[src/rtl/serial_paralelo_rx_pkg.sv]
// -----------------------------------------------------------------------------
// serial_paralelo_rx_pkg
// Shared definitions for the serial receive path: default comma and idle byte
// values, default lock parameters, and the receiver state encoding.
// The transmitter uses the same byte values, so keep them in step with it.
// -----------------------------------------------------------------------------
package serial_paralelo_rx_pkg;

    // Comma / alignment byte, sent by the transmitter when the lanes are idle
    localparam logic [7:0] COM_BYTE_DEF      = 8'hBC;
    // Idle filler byte, never forwarded as valid data
    localparam logic [7:0] IDLE_BYTE_DEF     = 8'h7C;
    // Consecutive aligned commas required before the link is declared active
    localparam int         BC_COUNT_DEF      = 4;
    // Longest run of data bytes tolerated while locked (lock-loss build only)
    localparam int         MAX_DATA_RUN_DEF  = 64;

    // Receiver state encoding
    typedef enum logic [1:0] {
        SEARCH = 2'd0,
        ALIGN  = 2'd1,
        ACTIVE = 2'd2
    } rx_state_e;

    // A byte that carries no payload: comma or idle filler
    function automatic logic is_filler(input logic is_com, input logic is_idle);
        return is_com | is_idle;
    endfunction

endpackage

[src/rtl/serial_paralelo_rx_com_detector.sv]
// -----------------------------------------------------------------------------
// serial_paralelo_rx_com_detector
// Serial history register plus byte-window comparator. The window is the byte
// that ends at the bit currently on data_i (MSB first), so a comma is seen on
// the same edge that samples its last bit.
//
// Ports:
//   clk_i      in   bit clock, rising edge
//   rst_ni     in   asynchronous active-low reset, clears the history
//   data_i     in   serial bit
//   window_o   out  8-bit window {last 7 bits, data_i} (combinational)
//   is_com_o   out  window equals the comma byte
//   is_idle_o  out  window equals the idle byte
// -----------------------------------------------------------------------------
module serial_paralelo_rx_com_detector
    import serial_paralelo_rx_pkg::*;
#(
    parameter logic [7:0] COM_BYTE  = COM_BYTE_DEF,
    parameter logic [7:0] IDLE_BYTE = IDLE_BYTE_DEF
) (
    input  logic       clk_i,
    input  logic       rst_ni,
    input  logic       data_i,
    output logic [7:0] window_o,
    output logic       is_com_o,
    output logic       is_idle_o
);

    // Only the seven most recent bits are stored; the eighth bit of the
    // window is the live input, so an eighth history bit would never be read.
    logic [6:0] sr_q;
    logic [6:0] sr_d;

    assign window_o  = {sr_q, data_i};
    assign sr_d      = window_o[6:0];
    assign is_com_o  = (window_o == COM_BYTE);
    assign is_idle_o = (window_o == IDLE_BYTE);

    always_ff @(posedge clk_i or negedge rst_ni) begin
        if (!rst_ni) begin
            sr_q <= '0;
        end else begin
            sr_q <= sr_d;
        end
    end

endmodule

[src/rtl/serial_paralelo_rx.sv]
// -----------------------------------------------------------------------------
// serial_paralelo_rx
// Receive-side deserializer. Searches the bitstream for the comma byte at any
// bit phase, confirms alignment with BC_COUNT consecutive commas on byte
// boundaries, then forwards each non-filler byte with a valid flag and a
// one-cycle strobe per byte boundary.
//
// Optional feature macro: RX_LOCK_LOSS_EN
//   Defined   : a run of MAX_DATA_RUN+1 consecutive data bytes while ACTIVE
//               drops the lock and returns to SEARCH.
//   Undefined : ACTIVE is left only through reset.
//
// Ports:
//   clk_32f      in   serial bit clock, all logic on rising edge
//   reset        in   asynchronous active-low reset
//   data_in      in   serial bit, MSB first
//   data_out     out  last forwarded data byte
//   valid_out    out  data_out holds a data byte from the current byte slot
//   byte_strobe  out  one-cycle pulse at each byte boundary while ACTIVE
//   active       out  link aligned and locked
// -----------------------------------------------------------------------------
module serial_paralelo_rx
    import serial_paralelo_rx_pkg::*;
#(
    parameter logic [7:0] COM_BYTE     = COM_BYTE_DEF,
    parameter logic [7:0] IDLE_BYTE    = IDLE_BYTE_DEF,
    parameter int         BC_COUNT     = BC_COUNT_DEF,
    parameter int         MAX_DATA_RUN = MAX_DATA_RUN_DEF
) (
    input  logic       clk_32f,
    input  logic       reset,
    input  logic       data_in,
    output logic [7:0] data_out,
    output logic       valid_out,
    output logic       byte_strobe,
    output logic       active
);

    localparam logic [3:0] BC_TARGET = 4'(BC_COUNT);

    // -------------------------------------------------------------------------
    // Window / comma detection
    // -------------------------------------------------------------------------
    logic [7:0] window;
    logic       is_com;
    logic       is_idle;

    serial_paralelo_rx_com_detector #(
        .COM_BYTE  (COM_BYTE),
        .IDLE_BYTE (IDLE_BYTE)
    ) u_com_detector (
        .clk_i     (clk_32f),
        .rst_ni    (reset),
        .data_i    (data_in),
        .window_o  (window),
        .is_com_o  (is_com),
        .is_idle_o (is_idle)
    );

    // -------------------------------------------------------------------------
    // State
    // -------------------------------------------------------------------------
    rx_state_e  state_q,   state_d;
    logic [2:0] bit_cnt_q, bit_cnt_d;
    logic [3:0] bc_cnt_q,  bc_cnt_d;
    logic [7:0] data_q,    data_d;
    logic       valid_q,   valid_d;
    logic       strobe_q,  strobe_d;
    logic       active_q,  active_d;
    logic       boundary;

`ifdef RX_LOCK_LOSS_EN
    // Wide enough to hold MAX_DATA_RUN; the byte that would push the count
    // past it is the one that drops the lock.
    localparam int             RUN_W     = $clog2(MAX_DATA_RUN + 1);
    localparam logic [RUN_W-1:0] RUN_LIMIT = RUN_W'(MAX_DATA_RUN);

    logic [RUN_W-1:0] run_q, run_d;
`endif

    // bit_cnt is re-zeroed on the edge that completes the first comma, so it
    // reads 7 exactly on edges that sample the last bit of an aligned byte.
    assign boundary = (bit_cnt_q == 3'd7);

    // -------------------------------------------------------------------------
    // Next-state logic
    // -------------------------------------------------------------------------
    always_comb begin
        state_d   = state_q;
        bit_cnt_d = bit_cnt_q + 3'd1;
        bc_cnt_d  = bc_cnt_q;
        data_d    = data_q;
        valid_d   = valid_q;
        strobe_d  = 1'b0;
        active_d  = active_q;
`ifdef RX_LOCK_LOSS_EN
        run_d     = run_q;
`endif

        case (state_q)
            SEARCH: begin
                // Bit-by-bit hunt: any of the 8 phases can lock here.
                if (is_com) begin
                    bit_cnt_d = 3'd0;
                    bc_cnt_d  = 4'd1;
                    if (BC_TARGET == 4'd1) begin
                        state_d  = ACTIVE;
                        active_d = 1'b1;
                    end else begin
                        state_d = ALIGN;
                    end
                end
            end

            ALIGN: begin
                if (boundary) begin
                    if (is_com) begin
                        bc_cnt_d = bc_cnt_q + 4'd1;
                        if ((bc_cnt_q + 4'd1) == BC_TARGET) begin
                            state_d  = ACTIVE;
                            active_d = 1'b1;
                        end
                    end else begin
                        // Broken comma sequence: start over from scratch. The
                        // offending window is not re-examined as a comma.
                        state_d  = SEARCH;
                        bc_cnt_d = 4'd0;
                    end
                end
            end

            ACTIVE: begin
                if (boundary) begin
                    strobe_d = 1'b1;
                    if (is_filler(is_com, is_idle)) begin
                        // Filler keeps the last payload byte on data_out.
                        valid_d = 1'b0;
`ifdef RX_LOCK_LOSS_EN
                        run_d   = '0;
`endif
                    end else begin
`ifdef RX_LOCK_LOSS_EN
                        if (run_q == RUN_LIMIT) begin
                            // Too long without a comma or idle: assume we
                            // slipped alignment. data_out keeps the last good byte.
                            state_d  = SEARCH;
                            active_d = 1'b0;
                            valid_d  = 1'b0;
                            bc_cnt_d = 4'd0;
                            run_d    = '0;
                        end else begin
                            data_d  = window;
                            valid_d = 1'b1;
                            run_d   = run_q + RUN_W'(1);
                        end
`else
                        data_d  = window;
                        valid_d = 1'b1;
`endif
                    end
                end
            end

            default: begin
                state_d  = SEARCH;
                bc_cnt_d = 4'd0;
                active_d = 1'b0;
            end
        endcase
    end

    // -------------------------------------------------------------------------
    // State registers
    // -------------------------------------------------------------------------
    always_ff @(posedge clk_32f or negedge reset) begin
        if (!reset) begin
            state_q   <= SEARCH;
            bit_cnt_q <= 3'd0;
            bc_cnt_q  <= 4'd0;
            data_q    <= 8'h00;
            valid_q   <= 1'b0;
            strobe_q  <= 1'b0;
            active_q  <= 1'b0;
        end else begin
            state_q   <= state_d;
            bit_cnt_q <= bit_cnt_d;
            bc_cnt_q  <= bc_cnt_d;
            data_q    <= data_d;
            valid_q   <= valid_d;
            strobe_q  <= strobe_d;
            active_q  <= active_d;
        end
    end

`ifdef RX_LOCK_LOSS_EN
    always_ff @(posedge clk_32f or negedge reset) begin
        if (!reset) begin
            run_q <= '0;
        end else begin
            run_q <= run_d;
        end
    end
`endif

    assign data_out    = data_q;
    assign valid_out   = valid_q;
    assign byte_strobe = strobe_q;
    assign active      = active_q;

endmodule

[config.mk]
export PLATFORM = sky130hd
export DESIGN_NAME = serial_paralelo_rx
export DESIGN_NICKNAME = d
export VERILOG_FILES = /design/src/rtl/serial_paralelo_rx_pkg.sv /design/src/rtl/serial_paralelo_rx_com_detector.sv /design/src/rtl/serial_paralelo_rx.sv
export SDC_FILE = /design/constraint.sdc
export NUM_CORES = 1
export LEC_CHECK = 0
export CAP_MARGIN = 20
export CORE_MARGIN = 4
export CORE_UTILIZATION = 45
export DETAILED_ROUTE_END_ITERATION = 10
export PLACE_DENSITY = 0.74
export RECOVER_POWER = 100
export SLEW_MARGIN = 20
export SYNTH_ARGS = -nofsm -noshare
export SYNTH_HDL_FRONTEND = slang
export SYNTH_HIERARCHICAL = 1
export SYNTH_SLANG_ARGS = --single-unit
[constraint.sdc]
create_clock -name clk_32f -period 5.6 [get_ports clk_32f]
set_input_delay 1.4 -clock clk_32f [delete_from_list [all_inputs] [get_ports clk_32f]]
set_output_delay 1.4 -clock clk_32f [all_outputs]
set_load 0.02 [all_outputs]
==> metrics.yaml, run 1 <==
setup_path:
  reg2reg_depth: 4
  max_stage_delay_ns: 0.94
  startpoint: "data_in"
  crit_required_ns: 5.81
  cp-end-kind: "flip-flop"
  r2r-start: "u_com_detector/sr_q[0]"
  crit_chain: "dlygate4sd3_1 -> nand4bb_1 -> nor4_1 -> or3_1 -> mux2_1"
  regToRegSetupSlack_ns: 3.03
  endpoint: "data_out[2]"
  critPathKind: "input pin to flip-flop"
  crit_path_top_delay_cell: "nor4_1"
  r2r_end: "data_out[2]"
  cp_data_arrival_time_ns: 4.00
  cp-start-kind: "input pin"
  path_max_fanout: 9
cells_and_area:
  antennaDiodeCount: 0
  fill_cells: 229
  post-route-util_pct: 53.30
  layout-drive-gt1-share_pct: 8.929
  mostFrequentLayoutCell: "dfrtp_1"
  layout_common_cells: "27 x dfrtp_1, 13 x dlygate4sd3_1, 9 x nand2_1"
  area_growth_pct: 11.99
  nNetsFinal: 120
timing:
  final.setup.tns_ns: 0
  finalCriticalPeriod_ns: 3.794
  maxSlewHeadroom_pct: 23.27
  rsz0062_at_grt: "no"
  maxSlewViolCount: 0
  setup_viol: 0
  tightest_slew_ns: 1.140
  fin_crit_sh_pct: 67.75
  fmax_mhz: 263.6
  finalClockSkew_ns: 0.01570
  hold_viol: 0
run_status:
  outcome: "completed"
cts:
  cts_hold_buf: 0
  numClockSinks: 27
  clock_path_buffers: 2
  clk_latency_ns: 0.33
  ctsRootBufferMaster: "clkbuf_4"
  post_cts_buffers: 0
  ctsResizeCount: 0
  htree_levels: 1
  path_clk_slew_ns: 0.14
  cts_tree: "yes"
  numCtsBuffers: 3
yosys:
  ys.flop_type: "dfrtp_1"
  postSynthAreaPerCell_sq_um: 12.14
  yosys.area.top_type: "dfrtp_1"
  syn_nets: 105
  syn_area_sq_um: 1190
  yosysWarningCount: 6
  async_flop_share_pct: 100.0
  yosysSeqAreaShare_pct: 56.78
  synth_seq_cells: 27
  post_synth_main_area_contributors: "dfrtp_1 57%, mux2_4 10%, ha_1 4.2%"
  synth_edf_count: 0
  synth_top_area_share_pct: 56.78
  syn-instance-count: 98
  synth.distinct_cells: 33
routing:
  ant_nets: 0
  wire_per_inst_um: 13.54
  vias: 749
  drcViolationCount: 0
  wl_mm: 1.922
  dr.pass1.iters: 4
  drtIter0Drc: 14
  via_per_inst: 5.275
power_and_ir_drop:
  power.density_nw_per_um2: 226.7
  cellLeakagePower_nw: 0.5932
  vdd_drop_max_mv: 0.1914
place:
  gp_congestion: 0.8036
  dp_hpwl_mm: 1.461
  port_buffers: 13
min_path:
  hp-class: "flip-flop to flip-flop"
global_routing:
  gr-usage-all-layers_pct: 12.34
  grt_max_degree: 18
  overflow: 0
  antenna_found_initial: 0
  grt_pass1_wl_mm: 3.229
  grt_pass1_vias: 698
die:
  die_width_um: 59.42
  start_util_pct: 47.60
  core-area_sq_um: 2500
  io_pins: 14
  die_area_sq_um: 3531
  die_y_um: 59.42
  rows: 18
job:
  maxCapViolations: 0
-- flip-flops by register name (all words and copies together) (netlist names) --
register             flops
active                   1
bc_cnt_q                 4
byte_strobe              1
u_com_detector/sr_q      7
state_q                  2
bit_cnt_q                3
valid_out                1
data_out                 8
-- how the worst min path moves through the flow --
stage                                        end              startpoint  slack (ns)  depth (start not counted)
after floorplan           u_com_detector/sr_q[1]  u_com_detector/sr_q[0]        0.37                          0
after global placement    u_com_detector/sr_q[3]  u_com_detector/sr_q[2]        0.39                          0
after detailed placement  u_com_detector/sr_q[3]  u_com_detector/sr_q[2]        0.39                          0
after CTS                 u_com_detector/sr_q[4]  u_com_detector/sr_q[3]        0.41                          0
after global routing      u_com_detector/sr_q[3]  u_com_detector/sr_q[2]        0.43                          0
final                     u_com_detector/sr_q[4]  u_com_detector/sr_q[3]        0.40                          0
-- synth_stat cells (3+ instances only) --
master and n:
a21oi_1 3, dfrtp_1 27, inv_1 4, ha_1 4, nor2b_1 3, nor2_1 4
nand2_1 9, mux2_4 8, nor3_1 3, o21ai_0 5
-- critical path, delay by kind of cell --
family / cells / cell delay [ns]
simple gates: 3 / 1.65
buf+inv: 1 / 0.57
mux: 1 / 0.37
-- layer usage --
layer / part of all wire [%] / routed length [um] / track usage (%)
met1: 50 / 956 / 17.54
met2: 45 / 869 / 17.78
met3: 3.9 / 74 / 3.922
met4: 1.2 / 23 / 3.883
met5: 0 / 0 / 0
-- kinds of logic after synthesis --
logic type	share of synthesized area, %
buf+inv	4.101
mux	10.10
flops	56.78
simple gates	16.30
fa+ha+maj	4.206
compound gates	8.518
-- final cells by class --
type,count,area (sq um),share of cell area [%]
clock buffers,3,22.52,1.690
repair buffers,14,133.9,10.05
inverters,6,22.52,1.690
multi-input cells,61,435.4,32.68
flip-flops and latches,27,675.6,50.70
clock inverters,1,5.005,0.3756
well taps,30,37.54,2.817
-- stage by stage --
| stage | total power [W] | area, sq um | cells | hold slack (ns) | worst slack [ns] |
|---|---|---|---|---|---|
| 6_report | 0.0003020 | 1333 | 142 | 0.4016 | 1.806 |
| 5_1_grt | 0.0003172 | 1333 | 142 | 0.4292 | 1.647 |
| 4_1_cts | 0.0003116 | 1374 | 142 | 0.4133 | 1.924 |
| 3_5_place_dp | 0.0002315 | 1346 | 138 | 0.3855 | 1.557 |
| 3_3_place_gp | 0.0002298 | 1331 | 137 | 0.3853 | 1.667 |
| 2_1_floorplan | 0.0002176 | 1190 | 98 | 0.3674 | 2.810 |
-- where the power goes --
part / switching, W / leakage, nW / total [W] / internal, W
Combinational: 0.0000104 / 0.258 / 0.0000178 / 0.00000738
Clock: 0.0000533 / 0.0177 / 0.0000801 / 0.0000268
Sequential: 0.00000353 / 0.317 / 0.000204 / 0.000201
(Power assumes the default switching activity.)
==> run 2, diff against run 1 <==
PLACE_DENSITY = 0.77   (was 0.74)
clock period = 3.1 ns   (was 5.6 ns; I/O delays follow)
==> run 2 against run 1 <==
  * First-iteration DRC count is 50% lower
  * Critical path depth is 2 higher
  * Sequential share of layout area is 0.24 points lower
  * Non-clock buffer count is 1 higher
  * Flip-flop and latch count stayed put
  * Power is 85% higher
  * Sequential power is 81% higher
  * Clock power is 95% higher
  * Core utilization is 0.25 points higher
  * Critical endpoint is now state_q[1]
  * Largest cell class unchanged
  * Largest power group unchanged
  * Highest routed layer unchanged
==> metrics.yaml, run 2 (synthesized netlist as in run 1, its figures left out) <==
run_status:
  outcome: "completed"
power_and_ir_drop:
  p_int_w: 0.0004252  # +81%
  switching_power_w: 0.0001322  # +97%
  vdd_drop_max_mv: 0.3373  # +76%
  pwr-share-seq_pct: 66.2  # -1.4 points
  p_clk_share_pct: 28.1  # +1.6 points
  cellLeakagePower_nw: 0.5907  # -0.44%
  power.density_nw_per_um2: 416.4  # +84%
  swShare_pct: 23.71  # +1.4 points
  comb_power_share_pct: 5.7  # -0.2 points
setup_path:
  startpoint: "data_in"
  r2r_end: "data_out[4]"
  crit_required_ns: 3.36  # -2.45 ns
  reg2reg_depth: 6  # +2
  cp-start-kind: "input pin"
  endpoint: "state_q[1]"
  critPathKind: "input pin to flip-flop"
  r2r-start: "bit_cnt_q[0]"
  regToRegSetupSlack_ns: 0.80  # -2.23 ns
  cp-end-kind: "flip-flop"
  cp_data_arrival_time_ns: 2.83  # -1.17 ns
  path_max_fanout: 8  # -1
timing:
  rsz0062_at_grt: "no"
  fin_crit_sh_pct: 83.02
  maxSlewHeadroom_pct: 8.045  # -15 points
  setup_viol: 0  # unchanged
  finalCriticalPeriod_ns: 2.574
  fmax_mhz: 388.6
  tightest_slew_ns: 1.379  # +0.2389 ns
  maxSlewViolCount: 0  # unchanged
  final.setup.tns_ns: 0  # unchanged
  hold_viol: 0  # unchanged
  finalClockSkew_ns: 0.005854  # -0.009843 ns
routing:
  via_per_inst: 5.483  # +3.9%
  vias: 784  # +4.7%
  drcViolationCount: 0  # unchanged
  dr.pass1.iters: 4  # unchanged
  wl_mm: 1.932  # +0.52%
  drtIter0Drc: 7  # -7
  wire_per_inst_um: 13.51  # -0.18%
  ant_nets: 0  # unchanged
global_routing:
  grt_pass1_wl_mm: 3.284  # +1.7%
  grt_pass1_vias: 738  # +5.7%
  gr-usage-all-layers_pct: 12.26  # -0.080 points
  grt_max_degree: 28  # +10
  overflow: 0  # unchanged
  antenna_found_initial: 0  # unchanged
cts:
  clk_latency_ns: 0.33  # about the same
  ctsResizeCount: 0  # unchanged
  ctsRootBufferMaster: "clkbuf_4"
  htree_levels: 1  # unchanged
  cts_hold_buf: 0  # unchanged
  numClockSinks: 27  # unchanged
  cts_tree: "yes"
  clock_path_buffers: 2  # unchanged
  numCtsBuffers: 3  # unchanged
  path_clk_slew_ns: 0.15  # about the same
  post_cts_buffers: 0  # unchanged
job:
  maxCapViolations: 0  # unchanged
die:
  start_util_pct: 47.60  # unchanged
  die_width_um: 59.42  # unchanged
  rows: 18  # unchanged
  die_y_um: 59.42  # unchanged
  io_pins: 14  # unchanged
  core-area_sq_um: 2500  # unchanged
  die_area_sq_um: 3531  # unchanged
cells_and_area:
  area_growth_pct: 12.51
  antennaDiodeCount: 0  # unchanged
  largest_register_ffs: 8  # unchanged
  nNetsFinal: 121  # +0.83%
  mostFrequentLayoutCell: "dfrtp_1"
  final_area_sq_um: 1339  # +0.47%
  layout_common_cells: "27 x dfrtp_1, 13 x dlygate4sd3_1, 9 x nand2_1"
  layout-drive-gt1-share_pct: 8.850  # -0.079 points
min_path:
  hp-class: "flip-flop to flip-flop"
place:
  gp_congestion: 0.8212  # +2.2%
  placed_cell_area_sq_um: 1346  # unchanged
  dp_hpwl_mm: 1.401  # -4.1%
  port_buffers: 13  # unchanged
## run 2: cell count changes in the layout (fill, tap and decap cells not counted), sizes merged
cell and change:
clkbuf +1, clkinvlp +1, clkinv -1
## run 2: per-layer routing
metal / GRT usage, % / wire (um)
met3: 4.139 / 136
met5: 0 / 0
met2: 19.50 / 901
met4: 2.913 / 8
met1: 16.07 / 885
## run 2: power by group through the flow
stage / Clock (W) / Sequential, W / Combinational (W)
2_1_floorplan: 0 / 0.000382 / 0.0000109
3_3_place_gp: 0 / 0.000376 / 0.0000397
3_5_place_dp: 0 / 0.000377 / 0.0000403
4_1_cts: 0.000165 / 0.000370 / 0.0000404
5_1_grt: 0.000174 / 0.000371 / 0.0000351
6_report: 0.000156 / 0.000369 / 0.0000319
## run 2: worst min path at each step
stage / startpoint / to / slack, ns / depth (start not counted)
floorplan: u_com_detector/sr_q[0] / u_com_detector/sr_q[1] / 0.37 / 0
global placement: u_com_detector/sr_q[1] / u_com_detector/sr_q[2] / 0.39 / 0
detailed placement: u_com_detector/sr_q[2] / u_com_detector/sr_q[3] / 0.39 / 0
CTS: u_com_detector/sr_q[4] / u_com_detector/sr_q[5] / 0.43 / 0
global route: u_com_detector/sr_q[2] / u_com_detector/sr_q[3] / 0.43 / 0
finish: u_com_detector/sr_q[1] / u_com_detector/sr_q[2] / 0.42 / 0
## run 2: final cells by class
cell class	instances	area, sq um
clock inverters	1	7.507
multi-input cells	61	435.4
inverters	6	22.52
clock buffers	3	22.52
fillers	224	1161
well taps	30	37.54
repair buffers	15	137.6
flip-flops and latches	27	675.6
## run 2: metrics by stage
step | power [W] | worst slack [ns] | hold WS, ns | cells | util, %
floorplan | 0.0003930 | 0.9350 | 0.3674 | 98 | -
global placement | 0.0004159 | 0.4328 | 0.3930 | 139 | 53.85
detailed placement | 0.0004173 | 0.3253 | 0.3930 | 139 | 53.85
CTS | 0.0005762 | 0.6856 | 0.4309 | 143 | 55.06
global route | 0.0005800 | 0.3609 | 0.4307 | 143 | 53.55
finish | 0.0005574 | 0.5264 | 0.4200 | 143 | 53.55
## run 2: worst max-delay path, cell delays in order
cell and delay (ns):
dlygate4sd3_1 0.56, nand4bb_1 0.24, nor4_1 0.35, clkbuf_1 0.33, nand4_1 0.15, or3_1 0.36, o21ai_0 0.07
